**config.mk**
```make
export PLATFORM = sky130hd
export DESIGN_NAME = instr_encoder
export DESIGN_NICKNAME = d
export VERILOG_FILES = /design/src/rtl/instr_encoder.sv
export SDC_FILE = /design/constraint.sdc
export NUM_CORES = 1
export LEC_CHECK = 0
export CAP_MARGIN = 20
export CELL_PAD_IN_SITES_DETAIL_PLACEMENT = 1
export CELL_PAD_IN_SITES_GLOBAL_PLACEMENT = 2
export CORE_MARGIN = 2
export CORE_UTILIZATION = 24
export CTS_CLUSTER_SIZE = 14
export DETAILED_ROUTE_END_ITERATION = 12
export PLACE_DENSITY_LB_ADDON = 0.1
export SYNTH_ARGS = -nofsm -noshare
export SYNTH_HDL_FRONTEND = slang
export SYNTH_SLANG_ARGS = --single-unit
```
**constraint.sdc**
```tcl
create_clock -name clk -period 2.7 [get_ports clk]
set_input_delay 0.54 -clock clk [delete_from_list [all_inputs] [get_ports clk]]
set_output_delay 0.54 -clock clk [all_outputs]
set_load 0.01 [all_outputs]
```
**src/rtl/instr_encoder.sv**
```systemverilog
// Packs operation requests into 32-bit instruction words and streams them into
// instruction memory at consecutive word addresses until end-of-program or full.
module instr_encoder #(
    parameter int ADDR_W = 8
) (
    input  logic              clk,
    input  logic              rst,
    input  logic              req_valid,
    output logic              req_ready,
    input  logic [2:0]        req_kind,
    input  logic [4:0]        req_rs,
    input  logic [4:0]        req_rt,
    input  logic [4:0]        req_rd,
    input  logic [5:0]        req_funct,
    input  logic [15:0]       req_imm,
    output logic              im_we,
    output logic [ADDR_W-1:0] im_addr,
    output logic [31:0]       im_wdata,
    input  logic              im_ack,
    output logic [ADDR_W:0]   instr_count,
    output logic              err_illegal,
    output logic              done
);
    typedef enum logic [1:0] {
        S_IDLE,
        S_WRITE,
        S_DONE
    } state_t;

    localparam logic [ADDR_W-1:0] ADDR_LAST = '1;

    state_t            r_state;
    state_t            w_state_next;
    logic [31:0]       r_wdata;
    logic [ADDR_W-1:0] r_addr;
    logic [ADDR_W:0]   r_count;
    logic              r_err;
    logic [31:0]       w_word;
    logic              w_accept;
    logic              w_illegal;
    logic              w_ack;

    assign w_accept = req_valid && (r_state == S_IDLE);
    // Ack only counts while a write is actually being presented.
    assign w_ack    = im_ack && (r_state == S_WRITE);

    always_comb begin
        w_state_next = r_state;
        w_word       = r_wdata;
        w_illegal    = 1'b0;
        case (r_state)
            S_IDLE: begin
                if (req_valid) begin
                    case (req_kind)
                        3'd0: begin
                            w_word       = {6'b000000, req_rs, req_rt, req_rd, 5'b00000, req_funct};
                            w_state_next = S_WRITE;
                        end
                        3'd1: begin
                            w_word       = {6'b001100, req_rs, req_rt, req_imm};
                            w_state_next = S_WRITE;
                        end
                        3'd2: begin
                            w_word       = {6'b001101, req_rs, req_rt, req_imm};
                            w_state_next = S_WRITE;
                        end
                        3'd3: begin
                            w_word       = {6'b010000, req_rs, req_rt, req_imm};
                            w_state_next = S_WRITE;
                        end
                        3'd4: begin
                            w_word       = {6'b010001, req_rs, req_rt, req_imm};
                            w_state_next = S_WRITE;
                        end
                        3'd5: w_state_next = S_DONE;
                        default: w_illegal = 1'b1;
                    endcase
                end
            end
            S_WRITE: begin
                if (im_ack) begin
                    w_state_next = (r_addr == ADDR_LAST) ? S_DONE : S_IDLE;
                end
            end
            default: w_state_next = S_DONE;
        endcase
    end

    always_ff @(posedge clk) begin
        if (rst) begin
            r_state <= S_IDLE;
            r_wdata <= '0;
            r_addr  <= '0;
            r_count <= '0;
            r_err   <= 1'b0;
        end else begin
            r_state <= w_state_next;
            if (w_accept && (w_state_next == S_WRITE)) begin
                r_wdata <= w_word;
            end
            if (w_accept && w_illegal) begin
                r_err <= 1'b1;
            end
            if (w_ack) begin
                r_count <= r_count + 1'b1;
                // The last address is held so the memory never wraps to word 0.
                if (r_addr != ADDR_LAST) begin
                    r_addr <= r_addr + 1'b1;
                end
            end
        end
    end

    assign req_ready   = (r_state == S_IDLE) && !rst;
    assign im_we       = (r_state == S_WRITE);
    assign im_addr     = r_addr;
    assign im_wdata    = r_wdata;
    assign instr_count = r_count;
    assign err_illegal = r_err;
    assign done        = (r_state == S_DONE);
endmodule

```
* Word-level counts from Yosys, hierarchy flattened
Cells that the tools add are included.
** Word-level totals
- Register bits :: 52
- Bits of input ports :: 44
- Output and inout port bits :: 53
- Logic and storage cells :: 39
** Cells by class
- Equality and inequality tests :: 10
- Reductions and logical operators :: 13
- Multiplexer cells :: 9
- Add/sub/neg operators :: 2
** Operator list (count)
- 32-bit one-hot mux with 5 select lines :: 1
- 9-bit by 1-bit adder with 9-bit output, second input constant :: 1
- 8-bit by 1-bit adder with 8-bit output, second input constant :: 1
- 8-bit == test, second input constant :: 1
- 8-bit != test, second input constant :: 1
- 2-bit one-hot mux with 2 select lines :: 2
- 3-bit by 2-bit == test with 1-bit output, second input constant :: 2
- 3-bit == test, second input constant :: 2
- 2-bit two-way mux :: 3
- 6-bit OR reduction :: 1
- 1-bit logical AND :: 5
- 5-bit nonzero test :: 1
- 5-bit OR reduction :: 1
- 2-bit by 1-bit == test with 1-bit output, second input constant :: 2
- 4-bit AND reduction :: 1
- 3-bit by 1-bit == test with 1-bit output, second input constant :: 1
- 3-bit zero test :: 1
- 1-bit two-way mux :: 3
- 2-bit == test, second input constant :: 1
- 2-bit zero test :: 1
- 2-bit AND reduction :: 1
- 1-bit zero test :: 1

* Longest topological paths before layout
Gate-level depths: netlist (run 1).
- Word-level depth :: 8
- Depth in mapped cells :: 6
- Mapped depth without buffers :: 5

* Least setup slack after synthesis (run 1)
OpenSTA, ideal clock, no wires.
- Path kind :: input to register
- From :: input port req_valid
- To :: register r_wdata[0] (netlist: im_wdata[0])
- Setup slack :: 0.974 ns
- Path buffers :: 1
- Required time :: 2.581 ns
- Library setup time :: 0.119 ns
- Arrival time :: 1.607 ns
- Stages on the path :: 5
- Cell sequence :: nor3b_4 > nand2b_2 > or3_4 > buf_6 > o221a_1
** On the way
- Cells in the longest elaborated chain, start to end :: 5
- Elaborated cells on any way between the ends :: 6
- Classes of those cells :: 1 x eq/ne; 2 x mux; 3 x reduce/logical
** Ends and longest elaborated chain
- start: declaration :: RTL line 8 : input logic req_valid,
- 2-bit two-way mux :: RTL line 53 : if (req_valid) begin
- 2-bit one-hot mux with 2 select lines :: RTL line 51 : case (r_state)
- 2-bit by 1-bit == test with 1-bit output :: RTL line 98 : if (w_accept && (w_state_next == S_WRITE)) begin
- 1-bit logical AND :: RTL line 98
- 4-bit AND reduction (no source line) (*)
- end signal: assignment :: RTL line 99 : r_wdata <= w_word;
- end: declaration :: RTL line 34 : logic [31:0] r_wdata;
Every way passes the cells marked *; elsewhere a longest branch is shown, timed or not.
A chain may end at the register's enable or synchronous reset.

* Final worst setup path (run 1)
- From :: register r_state[0]
- To :: output port im_we
** On the way
- Cells in the longest elaborated chain, start to end :: 1
** Ends and longest elaborated chain
- start: declaration :: RTL line 32 : state_t r_state;
- start signal: assignment :: RTL line 97 : r_state <= w_state_next;
- 2-bit by 1-bit == test with 1-bit output :: RTL line 115 : assign im_we = (r_state == S_WRITE);
- end: declaration :: RTL line 16 : output logic im_we,
No other way between the ends.

==> results.json, run 1 <==
{
  "post-route-period-util": 0.800,
  "p_leak_nw": 1.19,
  "synth_common_cells": "dfxtp_1, nor2_1, a21oi_1, nand2_1, clkbuf_1",
  "final_area_sq_mm": 0.00327,
  "cp_max_fo": 8,
  "synthXorXnorAreaFrac": 0.0457,
  "cts_root_buf": "clkbuf_8",
  "placed_area_sq_mm": 0.00313,
  "hold_viol_final": 0,
  "drive_gt1_frac": 0.0602,
  "timing.setup.tns_ps": 0,
  "crit_type": "flip-flop to output pin",
  "slew_violations": 0,
  "clk_path_buf_depth": 2,
  "synth.cell_area_sq_mm": 0.00211,
  "synth_fa_ha_area_frac": 0.0119,
  "max_slew_margin": 0.642,
  "rsz0062_at_grt": "no",
  "status": "completed",
  "grt_pass1_wl_um": 10300,
  "crit_arrival_ps": 1620,
  "wl_per_cell_um": 14.3,
  "drt-initial-drc-count": 69,
  "worst_pin_slew_ps": 537,
  "clk-insertion-delay-late_ps": 310,
  "synth_top_family_by_area": "simple AND/OR/NAND/NOR gates",
  "skew_ps": 4.68,
  "ctsResizeCount": 0,
  "postRouteAntennaNets": 0,
  "finalPower_mw": 1.71,
  "hpwl_um": 4540,
  "slowest_delay_ps": 570,
  "critPathRequiredTime_ps": 2160,
  "antenna_found_initial": 0,
  "yosysMostFrequentCell": "dfxtp_1",
  "worst-path-buf-inv": 1,
  "crit_path_end_kind": "output pin",
  "post_cts_buffers": 0,
  "max_freq_ghz": 0.463,
  "critical-path-top-delay-family": "buffers and inverters",
  "peakVddDrop_v": 0.000264,
  "cp_slowest_cell": "clkdlybuf4s50_1",
  "gp_congestion": 0.690,
  "die_w_um": 97.7,
  "powerDensity_mw_per_mm2": 523,
  "fin_crit_ps": 2160,
  "dr.pass1.iters": 4,
  "grt_max_degree": 50,
  "grt_pass1_vias": 2039,
  "cts_made_buffers": 5,
  "grtUsageTotal": 0.132,
  "io_pins": 97,
  "cts_tree": "built",
  "n_antenna_cell": 0,
  "ys_seq_elements": 49,
  "path_cells": "nor2b_1 -> clkdlybuf4s50_1",
  "place.port_buffers": 94,
  "syn2layout_area_growth_pct": 55.2,
  "num_vias": 2055,
  "synth_cell_type_count": 39,
  "synth_edf_count": 0,
  "postSynth.asyncResetShare": 0,
  "setup_violations": 0,
  "path_clk_slew_ps": 100,
  "netlist_top_cells_area": "dfxtp_1, nor2_1, a21oi_1",
  "wirelength_um": 6270,
  "syn_avg_cell_area_sq_um": 8.71,
  "synthSimpleGateAreaFrac": 0.242,
  "drv_cap": 0,
  "dieArea_sq_mm": 0.00954,
  "synth_top_area_cell": "dfxtp_1",
  "nNetsFinal": 377,
  "synthCells": 242,
  "htree_levels": 2,
  "fp.dieH_um": 97.7,
  "synth_mux_area_frac": 0.00950,
  "synth.top_cell.area_share": 0.466,
  "ys.warnings.count": 0,
  "holdBufCountCts": 0,
  "hold_class": "flip-flop to flip-flop",
  "gr-total-overflow": 0,
  "synth_compound_area_frac": 0.180,
  "finalCoreUtilization": 0.379,
  "synth_flop_cell": "dfxtp_1",
  "ys_seq_area_frac": 0.466,
  "cp-start-kind": "flip-flop",
  "initial_core_util": 0.244,
  "viasPerCell": 4.67,
  "coreArea_sq_mm": 0.00864,
  "cts.sinks": 49,
  "drc_errors": 0,
  "rows": 34
}
## per-stage QoR
stage | setup slack, ps | instances | hold slack, ps
2_1_floorplan | 974 | 243 | 481
3_3_place_gp | 396 | 432 | 444
3_5_place_dp | 372 | 432 | 450
4_1_cts | 479 | 440 | 465
5_1_grt | 369 | 440 | 487
6_report | 539 | 440 | 460
## flip-flops by register name (all words and copies together) (netlist names)
name and cells:
instr_count 9, err_illegal 1, r_state 2, im_addr 8, im_wdata 29
## where the power goes
part	internal [mW]	switching, mW
combinational	0.164	0.125
sequential	0.757	0.0229
clock	0.373	0.268
## final timing paths
path                 from            to  slack, ps  depth (start not counted)
min reg2reg  im_wdata[25]  im_wdata[25]        460                          2
max reg2reg    r_state[0]  im_wdata[11]       1020                          3
min          im_wdata[25]  im_wdata[25]        460                          2
max            r_state[0]         im_we        540                          2
## placed cells by master (no fill, tap or decap), drive strengths merged, types with 3 or more instances in the layout
| cell type | instances |
|---|---|
| clkdlybuf4s50 | 93 |
| dfxtp | 49 |
| nor2 | 39 |
| a21oi | 27 |
| nand2 | 24 |
| o221a | 11 |
| xor2 | 9 |
| nand3 | 7 |
| nor3 | 6 |
| a22oi | 6 |
| buf | 6 |
| clkbuf | 5 |
| o21ai | 5 |
| and3 | 4 |
| a211oi | 4 |
| nand4 | 3 |
| nand2b | 3 |
## layout make-up
| class | count | area (sq um) |
|---|---|---|
| fillers | 1024 | 5370 |
| multi-input cells | 175 | 1040 |
| flip-flops and latches | 49 | 981 |
| repair buffers | 99 | 973 |
| well taps | 108 | 135 |
| clock buffers | 5 | 68.8 |
| clock inverters | 3 | 68.8 |
| inverters | 1 | 3.75 |
## worst register-to-register path, cell delays in order, from the launching register on
cell,delay (ps)
dfxtp_1,410
nor3b_4,340
nand3b_1,410
o221a_2,420
## metal layers
layer | track usage | up-vias | part of all wire
met2 | 0.206 | 60 | 0.46
li1 | - | 1023 | -
met4 | 0.0353 | 0 | 0.0089
met1 | 0.178 | 968 | 0.47
met3 | 0.0410 | 4 | 0.059
met5 | 0 | - | 0
## cell families (layout without fill, tap and decap cells)
kind of cell / after synthesis / count (layout)
adder cells (fa/ha/maj): 2 / 2
flip-flops: 49 / 49
multiplexers: 2 / 2
XOR/XNOR: 11 / 11
other: 1 / 2
AND/OR/NAND/NOR: 102 / 102
AO/OA/AOI/OAI: 56 / 56
buffers and inverters: 19 / 108
Note: power is estimated with default switching activity, not from simulation.
==> run 2, diff against run 1 <==
Settings changed: CORE_UTILIZATION 24 to 23.
Clock period 2.7 ns to 2 ns, I/O delays scaled along.
==> run 2 against run 1 <==
Compared with the run above:
- power increased by 31%
- final cell count increased by 3.0%
- highest routed layer unchanged
- largest cell class is now buffers
- global-route usage decreased by 0.47 points
- via count increased by 1.1%
- critical path depth unchanged
- hold slack improved by 1.1 ps
- wire length increased by 2.8%
- non-clock buffer count increased by 13
- die area increased by 4.2%
- clock power increased by 19%
==> results.json, run 2 (synthesis gave the netlist of run 1 again) <==
{
  "status": "completed",
  "die_w_um": 99.7,
  "ctsResizeCount": 1,
  "fp.dieH_um": 99.7,
  "final_cell_mix": "clkdlybuf4s50_1, dfxtp_1, nor2_1",
  "clk-insertion-delay-late_ps": 310,
  "cp_slowest_cell": "clkdlybuf4s50_1",
  "dr.pass1.iters": 4,
  "antenna_found_initial": 0,
  "post_cts_buffers": 0,
  "crit_arrival_ps": 1460,
  "gp_congestion": 0.691,
  "viasPerCell": 4.58,
  "coreArea_sq_mm": 0.00881,
  "max_freq_ghz": 0.537,
  "nNetsFinal": 390,
  "num_vias": 2077,
  "cts_root_buf": "clkbuf_8",
  "hold_ws_ps": 461,
  "path_clk_slew_ps": 100,
  "place.port_buffers": 94,
  "drv_cap": 0,
  "peakVddDrop_v": 0.000391,
  "crit_path_end_kind": "output pin",
  "crit_type": "flip-flop to output pin",
  "worst_slack_ps": 137,
  "clk_path_buf_depth": 2,
  "wirelength_um": 6450,
  "slowest_delay_ps": 550,
  "powerDensity_mw_per_mm2": 663,
  "hp-start": "im_wdata[24]",
  "rsz0062_at_grt": "no",
  "path_cells": "nor2b_1 -> clkdlybuf4s50_1",
  "cts_tree": "built",
  "io_pins": 97,
  "fin_crit_ps": 1860,
  "htree_levels": 2,
  "drt-initial-drc-count": 48,
  "hold_class": "flip-flop to flip-flop",
  "setup_violations": 0,
  "cts_made_buffers": 5,
  "hold_viol_final": 0,
  "p_leak_nw": 1.26,
  "syn2layout_area_growth_pct": 59.9,
  "max_slew_margin": 0.645,
  "cts.sinks": 49,
  "drive_gt1_frac": 0.101,
  "post-place-ws_ps": -1.75,
  "n_antenna_cell": 0,
  "postRouteAntennaNets": 0,
  "grt_pass1_wl_um": 10200,
  "largest_reg_flops": 29,
  "dieArea_sq_mm": 0.00994,
  "grt_max_degree": 50,
  "stdcell_count": 453,
  "drc_errors": 0,
  "cp-start-kind": "flip-flop",
  "hpwl_um": 4680,
  "slew_violations": 0,
  "crit-reg2reg-capture": "im_addr[1]",
  "rows": 34,
  "skew_ps": 11.3,
  "critPathRequiredTime_ps": 1600,
  "grtUsageTotal": 0.128,
  "min_path_cells": 2,
  "wl_per_cell_um": 14.2,
  "initial_core_util": 0.239,
  "holdBufCountCts": 0,
  "reg2reg_slack_ps": 410,
  "worstReg2RegStart": "im_addr[0]",
  "placed_cells": 445,
  "grt_pass1_vias": 2067,
  "final_common_cell": "clkdlybuf4s50_1",
  "gr-total-overflow": 0,
  "worst_pin_slew_ps": 533,
  "post-route-period-util": 0.932,
  "ff2ff_path_depth": 5,
  "cp_max_fo": 8,
  "fillers": 1040,
  "worstHoldEndpoint": "im_wdata[24]"
}
run 2: report_power, final:
part | total, mW | internal, mW | switching, mW
logic | 0.419 | 0.247 | 0.172
clock network | 0.760 | 0.409 | 0.351
registers | 1.05 | 1.02 | 0.0323
total | 2.23 | 1.68 | 0.555
run 2: layer usage:
| layer | GRT usage | share of wire | vias to the layer above | routed length (um) |
|---|---|---|---|---|
| met3 | 0.0415 | 0.064 | 2 | 410 |
| met5 | 0 | 0 | - | 0 |
| met4 | 0.0253 | 0.0053 | 0 | 34 |
| met2 | 0.207 | 0.46 | 56 | 2960 |
| met1 | 0.167 | 0.47 | 973 | 3040 |
| li1 | - | - | 1046 | - |
run 2: worst max path at each step:
stage | start | endpoint | slack, ps | cells past startpoint
floorplan | req_valid | im_wdata[0] | 410 | 5
global placement | req_valid | im_wdata[11] | 20 | 5
detailed placement | req_valid | im_wdata[11] | -2 | 5
CTS | r_state[1] | done | 3 | 2
global route | r_state[0] | im_we | 40 | 2
finish | r_state[1] | done | 140 | 2
run 2: worst max-delay path, delay by kind of cell (launching register included):
kind          cells  cell delay (ps)
buf+inv           1              550
simple gates      1              180
flops             1              430
run 2: area by class of cell:
| cell class | count | area [sq um] | area share |
|---|---|---|---|
| Inverter | 1 | 3.75 | 0.00111 |
| Clock inverter | 1 | 30.0 | 0.00892 |
| Timing Repair Buffer | 112 | 1090 | 0.322 |
| Tap cell | 108 | 135 | 0.0401 |
| Sequential cell | 49 | 986 | 0.293 |
| Multi-Input combinational cell | 175 | 1040 | 0.309 |
| Clock buffer | 7 | 86.3 | 0.0256 |
run 2: per-stage QoR:
step	power (mW)	instance area, sq um	setup TNS (ps)	util
6_report	2.23	3370	0	0.382
5_1_grt	2.35	3370	0	0.382
4_1_cts	2.28	3360	0	0.382
3_5_place_dp	1.50	3240	-1.75	0.368
3_3_place_gp	1.50	3240	0	0.368
2_1_floorplan	1.24	2110	0	-
